`src/rtl/udp_sweep_capture_pkg.sv`:
```
// Shared types and constants for the udp_sweep_capture stimulus/capture stage.
package udp_sweep_pkg;

  localparam int VEC_COUNT = 16;

  localparam logic [VEC_COUNT-1:0] EXP_E_DEFAULT = 16'hF333;
  localparam logic [VEC_COUNT-1:0] EXP_F_DEFAULT = 16'hA222;

  typedef enum logic [1:0] {
    IDLE   = 2'd0,
    WAIT   = 2'd1,
    SAMPLE = 2'd2,
    FIN    = 2'd3
  } sweep_state_e;

endpackage

```
`src/rtl/udp_sweep_capture_if.sv`:
```
// Control, stimulus and capture signals between the sweep engine and its environment.
interface udp_sweep_capture_if;
  import udp_sweep_pkg::*;

  // start is a request sampled on the rising edge while the engine is not sweeping;
  // it is never queued. done is a one-cycle completion strobe, and maps/pass are
  // valid while done is high and hold until the next accepted start.
  logic                 start;
  logic                 a;
  logic                 b;
  logic                 c;
  logic                 d;
  logic                 e;
  logic                 f;
  logic                 busy;
  logic                 done;
  logic [VEC_COUNT-1:0] e_map;
  logic [VEC_COUNT-1:0] f_map;
  logic                 pass;
  sweep_state_e         state;

  modport master (
    input  start, e, f,
    output a, b, c, d, busy, done, e_map, f_map, pass, state
  );

  modport slave (
    output start, e, f,
    input  a, b, c, d, busy, done, e_map, f_map, pass, state
  );

endinterface

```
`src/rtl/udp_sweep_capture_cmp.sv`:
```
// Golden-map comparator: asserts match_o when both captured maps equal the expected maps.
module udp_sweep_cmp
  import udp_sweep_pkg::*;
#(
  parameter logic [VEC_COUNT-1:0] EXPECT_E = EXP_E_DEFAULT,
  parameter logic [VEC_COUNT-1:0] EXPECT_F = EXP_F_DEFAULT
) (
  input  logic [VEC_COUNT-1:0] e_map_i,
  input  logic [VEC_COUNT-1:0] f_map_i,
  output logic                 match_o
);

  logic [VEC_COUNT-1:0] diff;

  always_comb begin
    diff    = (e_map_i ^ EXPECT_E) | (f_map_i ^ EXPECT_F);
    match_o = ~|diff;
  end

endmodule

```
`src/rtl/udp_sweep_capture.sv`:
```
// Drives abcd through vectors 0..15, holds each SETTLE_CYCLES, samples e/f into maps.
// Define UDP_SWEEP_COMPARE_EN to build the golden-map comparator that drives pass.
module udp_sweep_capture
  import udp_sweep_pkg::*;
#(
  parameter int unsigned          SETTLE_CYCLES = 2,
  parameter logic [VEC_COUNT-1:0] EXPECT_E      = EXP_E_DEFAULT,
  parameter logic [VEC_COUNT-1:0] EXPECT_F      = EXP_F_DEFAULT
) (
  input logic                 clk,
  input logic                 rst_n,
  udp_sweep_capture_if.master sw
);

  localparam logic [3:0] SETTLE_LOAD = 4'(SETTLE_CYCLES - 1);
  localparam logic [3:0] LAST_IDX    = 4'(VEC_COUNT - 1);

  sweep_state_e         state_q;
  logic [3:0]           idx_q;
  logic [3:0]           cnt_q;
  logic                 busy_q;
  logic                 done_q;
  logic                 pass_q;
  logic [VEC_COUNT-1:0] e_map_q;
  logic [VEC_COUNT-1:0] f_map_q;
  logic [VEC_COUNT-1:0] e_map_d;
  logic [VEC_COUNT-1:0] f_map_d;
  logic                 arm;
  logic                 cmp_match;

  // The FIN cycle doubles as the idle cycle, so a held start re-arms right after done.
  always_comb begin
    arm            = sw.start && ((state_q == IDLE) || (state_q == FIN));
    e_map_d        = e_map_q;
    f_map_d        = f_map_q;
    e_map_d[idx_q] = sw.e;
    f_map_d[idx_q] = sw.f;
  end

`ifdef UDP_SWEEP_COMPARE_EN
  // Fed with the next-state maps so pass lands on the same edge as done.
  udp_sweep_cmp #(
    .EXPECT_E (EXPECT_E),
    .EXPECT_F (EXPECT_F)
  ) u_cmp (
    .e_map_i (e_map_d),
    .f_map_i (f_map_d),
    .match_o (cmp_match)
  );
`else
  logic unused_expect;
  assign unused_expect = ^{EXPECT_E, EXPECT_F};
  assign cmp_match     = 1'b0;
`endif

  always_ff @(posedge clk or negedge rst_n) begin
    if (!rst_n) begin
      state_q <= IDLE;
      idx_q   <= '0;
      cnt_q   <= '0;
      busy_q  <= 1'b0;
      done_q  <= 1'b0;
      pass_q  <= 1'b0;
      e_map_q <= '0;
      f_map_q <= '0;
    end else begin
      done_q <= 1'b0;
      if (arm) begin
        state_q <= WAIT;
        idx_q   <= '0;
        cnt_q   <= SETTLE_LOAD;
        busy_q  <= 1'b1;
        pass_q  <= 1'b0;
        e_map_q <= '0;
        f_map_q <= '0;
      end else begin
        case (state_q)
          IDLE: state_q <= IDLE;
          WAIT: begin
            if (cnt_q == '0) begin
              state_q <= SAMPLE;
            end else begin
              cnt_q <= cnt_q - 4'd1;
            end
          end
          SAMPLE: begin
            e_map_q <= e_map_d;
            f_map_q <= f_map_d;
            if (idx_q == LAST_IDX) begin
              state_q <= FIN;
              idx_q   <= '0;
              busy_q  <= 1'b0;
              done_q  <= 1'b1;
              pass_q  <= cmp_match;
            end else begin
              state_q <= WAIT;
              idx_q   <= idx_q + 4'd1;
              cnt_q   <= SETTLE_LOAD;
            end
          end
          FIN:     state_q <= IDLE;
          default: state_q <= IDLE;
        endcase
      end
    end
  end

  assign sw.a     = idx_q[3];
  assign sw.b     = idx_q[2];
  assign sw.c     = idx_q[1];
  assign sw.d     = idx_q[0];
  assign sw.busy  = busy_q;
  assign sw.done  = done_q;
  assign sw.pass  = pass_q;
  assign sw.e_map = e_map_q;
  assign sw.f_map = f_map_q;
  assign sw.state = state_q;

endmodule

```
`src/flat_wrapper.sv`:
```
// flat-port wrapper written by rule: the top's interface ports become plain ports
module udp_sweep_capture_flat import udp_sweep_pkg::*;
#(
  parameter int unsigned          SETTLE_CYCLES = 2,
  parameter logic [VEC_COUNT-1:0] EXPECT_E      = EXP_E_DEFAULT,
  parameter logic [VEC_COUNT-1:0] EXPECT_F      = EXP_F_DEFAULT
)
  (clk, rst_n, sw_start, sw_e, sw_f, sw_a, sw_b, sw_c, sw_d, sw_busy, sw_done, sw_e_map, sw_f_map, sw_pass, sw_state);
  udp_sweep_capture_if sw_i ();
  input logic clk;
  input logic rst_n;
  input wire logic [$bits(sw_i.start)-1:0] sw_start;
  input wire logic [$bits(sw_i.e)-1:0] sw_e;
  input wire logic [$bits(sw_i.f)-1:0] sw_f;
  output wire logic [$bits(sw_i.a)-1:0] sw_a;
  output wire logic [$bits(sw_i.b)-1:0] sw_b;
  output wire logic [$bits(sw_i.c)-1:0] sw_c;
  output wire logic [$bits(sw_i.d)-1:0] sw_d;
  output wire logic [$bits(sw_i.busy)-1:0] sw_busy;
  output wire logic [$bits(sw_i.done)-1:0] sw_done;
  output wire logic [$bits(sw_i.e_map)-1:0] sw_e_map;
  output wire logic [$bits(sw_i.f_map)-1:0] sw_f_map;
  output wire logic [$bits(sw_i.pass)-1:0] sw_pass;
  output wire logic [$bits(sw_i.state)-1:0] sw_state;
  assign sw_i.start = sw_start;
  assign sw_i.e = sw_e;
  assign sw_i.f = sw_f;
  assign sw_a = sw_i.a;
  assign sw_b = sw_i.b;
  assign sw_c = sw_i.c;
  assign sw_d = sw_i.d;
  assign sw_busy = sw_i.busy;
  assign sw_done = sw_i.done;
  assign sw_e_map = sw_i.e_map;
  assign sw_f_map = sw_i.f_map;
  assign sw_pass = sw_i.pass;
  assign sw_state = sw_i.state;
  udp_sweep_capture #(.SETTLE_CYCLES(SETTLE_CYCLES), .EXPECT_E(EXPECT_E), .EXPECT_F(EXPECT_F)) u_core (.clk(clk), .rst_n(rst_n), .sw(sw_i));
endmodule
```
`config.mk`:
```
export PLATFORM = sky130hd
export DESIGN_NAME = udp_sweep_capture_flat
export DESIGN_NICKNAME = d
export VERILOG_FILES = /design/src/rtl/udp_sweep_capture_pkg.sv /design/src/rtl/udp_sweep_capture_if.sv /design/src/rtl/udp_sweep_capture_cmp.sv /design/src/rtl/udp_sweep_capture.sv /design/src/flat_wrapper.sv
export SDC_FILE = /design/constraint.sdc
export NUM_CORES = 1
export LEC_CHECK = 0
export BUFFER_PORTS_ARGS = -buffer_cell sky130_fd_sc_hd__buf_4
export CORE_AREA = 2 2 64 78
export DETAILED_ROUTE_END_ITERATION = 10
export DIE_AREA = 0 0 66 80
export GPL_TIMING_DRIVEN = 0
export PLACE_DENSITY = 0.78
export SLEW_MARGIN = 20
export SYNTH_ARGS = -nofsm -noshare
export SYNTH_HDL_FRONTEND = slang
export SYNTH_HIERARCHICAL = 1
export SYNTH_SLANG_ARGS = --single-unit
```
`constraint.sdc`:
```
create_clock -name clk -period 1.8 [get_ports clk]
set_input_delay 0.09 -clock clk [delete_from_list [all_inputs] [get_ports clk]]
set_output_delay 0.09 -clock clk [all_outputs]
set_load 0.005 [all_outputs]
```
# Yosys cells after proc, flatten, opt, wreduce, memory -nomap -nowiden
# Index checks and enable logic that the tools add are counted.
[word_totals]
reg_bits = 45
in_bits = 5
out_inout_bits = 41
[classes]
n_addsub = 2
n_lt_le_gt_ge = 2
eq_ne = 7
mux = 26
reduce_logical = 11
[op_table]
columns = ["cell", "n"]
rows = [
  ["16-bit 2-to-1 mux", 4],
  ["16-bit bitwise mux", 2],
  ["4-bit 2-to-1 mux", 6],
  ["1-bit 2-to-1 mux", 8],
  ["4-bit one-hot mux with 2 select lines", 1],
  ["2-bit 2-to-1 mux", 3],
  ["3-bit by 2-bit != test with 1-bit output, second input constant", 2],
  ["2-bit one-hot mux with 3 select lines", 1],
  ["4-bit by 5-bit less-than comparator with 1-bit output, second input constant", 1],
  ["4-bit by 1-bit adder with 4-bit output, second input constant", 1],
  ["1-bit demux with 4-bit select", 1],
  ["2-bit equality test, second input constant", 2],
  ["4-bit equality test, second input constant", 1],
  ["4-bit by 1-bit >= comparator with 1-bit output, second input constant", 1],
  ["4-bit zero test", 1],
  ["2-bit nonzero test", 2],
  ["4-bit by 1-bit subtractor with 4-bit output, second input constant", 1],
  ["3-bit by 1-bit != test with 1-bit output, second input constant", 1],
  ["3-bit AND reduction", 1],
  ["3-bit nonzero test", 1],
  ["2-bit by 1-bit equality test with 1-bit output, second input constant", 1],
  ["1-bit logical AND", 2],
  ["2-bit zero test", 1],
  ["2-bit AND reduction", 1],
  ["2 further kinds", 2],
]

# Depth between registers and ports, before layout
[logic_depth]
depth_word = 7
depth_mapped = 7
mapped_depth_nobuf = 5

# Worst setup path before layout
# Ideal clock, no wire load.
[synth_path]
path_type = "register to register"
from = "register u_core.idx_q[1]"
to = "register u_core.cnt_q[2]"
arrival_time_ns = 1.622
setup_slack_ns = 0.084
stages_incl_launch_ff = 5
path_buffers = 0
period_less_slack_ns = 1.716
cell_sequence = "dfrtp_1 > ha_1 > and4_4 > or4_4 > a221oi_2"
[synth_between]
elab_chain_cells = 3
[synth_rtl]
columns = ["item", "line_no", "rtl"]
rows = [
  ["from (decl)", "udp_sweep_capture.sv:19", "logic [3:0] idx_q;"],
  ["from (signal assigned)", "udp_sweep_capture.sv:97", "idx_q <= idx_q + 4'd1;"],
  ["4-bit equality test", "udp_sweep_capture.sv:89", "if (idx_q == LAST_IDX) begin"],
  ["3-bit by 2-bit != test with 1-bit output (no line)", "-", ""],
  ["3-bit AND reduction (no line)", "-", ""],
  ["to (signal assigned)", "udp_sweep_capture.sv:83", "cnt_q <= cnt_q - 4'd1;"],
  ["to (decl)", "udp_sweep_capture.sv:20", "logic [3:0] cnt_q;"],
]
# No other way between the ends.
# A chain may end at the register's enable or synchronous reset.

# Worst setup path in the final report
[layout_path]
from = "register u_core.state_q[0] (netlist: u_core/sw.state[0])"
to = "register u_core.cnt_q[3]"
[layout_between]
elab_chain_cells = 5
[layout_rtl]
columns = ["item", "line_no", "rtl"]
rows = [
  ["from (decl)", "udp_sweep_capture.sv:18", "sweep_state_e state_q;"],
  ["from (signal assigned)", "udp_sweep_capture.sv:58", "state_q <= IDLE;"],
  ["from (signal assigned)", "udp_sweep_capture.sv:69", "state_q <= WAIT;"],
  ["from (signal assigned)", "udp_sweep_capture.sv:78", "IDLE: state_q <= IDLE;"],
  ["2-bit equality test / 2-bit zero test (equally long branches)", "udp_sweep_capture.sv:33", "arm = sw.start && ((state_q == IDLE) || (state_q == FIN));"],
  ["1-bit logical OR", "udp_sweep_capture.sv:33", ""],
  ["1-bit logical AND", "udp_sweep_capture.sv:33", ""],
  ["3-bit by 2-bit != test with 1-bit output (no line) / 3-bit nonzero test (equally long branches)", "-", ""],
  ["3-bit AND reduction (no line)", "-", ""],
]
# Several ways; a longest one is shown, not always the timed one.

==> qor.yml <==
final_layout:
  n_antenna_cell: 0
  areaGrowthSynthToFinish_pct: 26.1
  drive_above_1_share_pct: 30.4
  nNetsFinal: 265
  fin_area_sq_um: 2730
logic_synthesis:
  yosysSeqAreaShare_pct: 50.8
  synthAdderAreaFrac_pct: 4.62
  yosys.area.top_type: "dfrtp_1"
  synth_ff_type: "dfrtp_1"
  synth_compound_area_share_pct: 5.95
  syn_area_per_cell_sq_um: 10.9
  syn_area_sq_um: 2170
  syn-instance-count: 199
  synth-xor-area-share_pct: 0.404
  netlist.area_leader.share_pct: 50.8
  synth_mux_area_share_pct: 15.8
  synth-seq-cells: 44
  synth_top_family_by_area: "simple AND/OR/NAND/NOR gates"
  synth_edf_count: 0
  syn_nets: 212
  synth_simple_gate_area_share_pct: 18.1
  async_flop_share_pct: 100
  ys_types: 35
  synth_area_leaders: "dfrtp_1 (51%), mux2i_1 (15%), nor2_1 (5.9%)"
  synth_warnings: 6
power:
  power.leakage_nw: 1.47
  pwr-share-seq_pct: 38.8
  switchingPower_w: 0.00108
  switching_share_pct: 35.4
  p_comb_share_pct: 36.0
  p_clk_share_pct: 25.1
  max-vdd-ir-drop_mv: 0.745
  power_density_nw_per_um2: 1120
  intPower_w: 0.00197
detailed_routing:
  wl_microns: 4920
  drc_errors: 0
  viasPerCell: 5.42
  vias: 1686
  firstDrtPassIters: 4
  ant_nets: 0
  wl_per_cell_microns: 15.8
  drt_iter0_markers: 63
setup_path:
  critPathLaunch: "u_core/sw.state[0]"
  crit_slowest_cell: "dfrtp_1"
  setup.worst_path.end_class: "register"
  r2r_setup_slack_ns: 0.08
  r2r-end: "u_core/cnt_q[3]"
  reg2reg_from: "u_core/sw.state[0]"
  critPathCapture: "u_core/cnt_q[3]"
  crit_chain: "inv_1 > ha_1 > clkbuf_4 > buf_4 > a2111oi_0 > mux2_2"
  worstPathArrival_ns: 1.97
  start_kind: "register"
  crit_required_ns: 2.05
  path_class: "register to register"
  slowest_delay_ns: 0.39
  r2r_cells: 6
  worst-path-max-fanout: 10
outcome:
  status: "finished, final reports clean"
cts:
  path_clk_slew_ns: 0.09
  cts_max_level: 2
  clk_path_buf_depth: 2
  cts_tree: "built"
  cts_made_buffers: 5
  clock-root-buffer: "clkbuf_8"
  cts.sinks: 44
  clk_latency_ns: 0.31
sta:
  fin_crit_ns: 1.72
  worst_pin_slew_ns: 0.555
  final_max_slew_viol_count: 0
  fin_worst_skew_ns: 0.00861
  tns_ns: 0
  max_freq_ghz: 0.581
  max_slew_margin_pct: 63.0
  finalCritPeriodShare_pct: 95.7
  hold_viol_final: 0
  finalSetupViolations: 0
place:
  io_buffers: 44
  place.gp.congestion: 0.865
  placed_area_sq_um: 2570
  post-dp-hpwl_microns: 3380
run:
  maxCapViolCount: 0
die:
  dieWidth_microns: 66
  initial_utilization_pct: 47.9
  dieArea_sq_um: 5280
  die_y_microns: 80
  core.rowCount: 27
  fp.coreArea_sq_um: 4530
  io_pins: 46
global_routing:
  grt_overflow_total: 0
  grt_first_pass_wirelength_microns: 7960
  antenna_found_initial: 0
  grt_max_degree: 45
  grt_pass1_vias: 1606
  grt_util_all_layers_pct: 19.8
min_path:
  holdCritPathClass: "input port to register"
-- worst min-delay path by stage --
stage             start  cells after the start  slack, ns                  end
5_1_grt            sw_e                      3        0.1   u_core/sw.e_map[7]
3_5_place_dp      rst_n                      1       0.13  u_core/sw.e_map[11]
6_report       sw_start                      3       0.07       u_core/sw.busy
4_1_cts        sw_start                      3       0.06       u_core/sw.busy
2_1_floorplan     rst_n                      0      -0.21      u_core/cnt_q[0]
3_3_place_gp      rst_n                      1       0.12       u_core/sw.done
-- cell usage after synthesis (all sizes together) (2+ instances only) --
cell,n
inv,7
nor2,34
and4bb,4
a211oi,2
nand3,3
o21ai,4
buf,10
a21oi,6
nand4b,8
nand4,4
or4,2
dfrtp,44
mux2i,33
nand2,10
ha,8
clkbuf,4
-- final cells by class --
class / count / area (sq um)
fill: 403 / 1790
sequential: 44 / 1100
clock inverter: 2 / 35.0
clock buffer: 6 / 72.6
tap: 58 / 72.6
inverter: 7 / 26.3
multi-input combinational: 134 / 993
timing repair buffer: 46 / 348
buffer: 14 / 81.3
-- what timing repair did --
action,4_1_cts,5_1_grt
endpoints found under the setup margin,21,33
gates resized for setup,3,13
hold endpoints to repair,44,0
hold buffers,1,0
buffers inserted,0,1
pin swaps,0,1
cloned,0,0
-- stage by stage --
step	power (W)	hold WS, ns	setup slack, ns	std cells	utilization (%)
finish	0.00305	0.0694	0.0778	311	60.4
global route	0.00322	0.0993	-0.0132	311	60.4
CTS	0.00300	0.0633	0.00262	310	59.5
detailed placement	0.00224	0.125	-0.163	301	56.8
global placement	0.00221	0.121	-0.0717	301	56.8
floorplan	0.00188	-0.206	0.0837	199	-
-- power by group through the flow --
stage	clock network, W	logic (W)	registers (W)
floorplan	0	0.000699	0.00118
global placement	0	0.00102	0.00119
detailed placement	0	0.00104	0.00119
CTS	0.000775	0.00106	0.00117
global route	0.000815	0.00121	0.00120
finish	0.000766	0.00110	0.00118
-- logic make-up (layout without fill, tap and decap cells) --
group	Yosys count	in the layout
compound gates	19	19
xor+xnor	1	1
fa+ha+maj	8	8
buf+inv	21	75
flops	44	44
mux	34	34
other cells	1	1
simple gates	71	71
-- worst max-delay path, delay by kind of cell (launching register included) --
family / cells / cell delay (ns)
fa+ha+maj: 1 / 0.23
flops: 1 / 0.39
buf+inv: 3 / 0.44
mux: 1 / 0.23
compound gates: 1 / 0.37
-- metal layers --
metal	share of wire (%)	global-route usage (%)
met5	0	0
met4	0.92	5.51
met1	44	26.0
met3	4.7	5.08
met2	50	32.1
-- flip-flops by register name, indices dropped and copies added, names as in the netlist --
register         flops
u_core/idx_q         4
u_core/sw.state      2
u_core/sw.f_map     16
u_core/sw.done       1
u_core/sw.busy       1
u_core/cnt_q         4
u_core/sw.e_map     16
-- layout by cell type (no fill, tap or decap), types with 5 or more instances in the layout --
| cell | Yosys | final |
|---|---|---|
| a21oi_1 | 6 | 6 |
| mux2i_1 | 33 | 33 |
| clkbuf_8 | 0 | 5 |
| dfrtp_1 | 44 | 42 |
| nand4b_1 | 8 | 8 |
| ha_1 | 8 | 7 |
| buf_4 | 1 | 48 |
| nor2_1 | 34 | 34 |
| nand2_1 | 10 | 10 |
| inv_1 | 7 | 7 |
(Power assumes the default switching activity.)
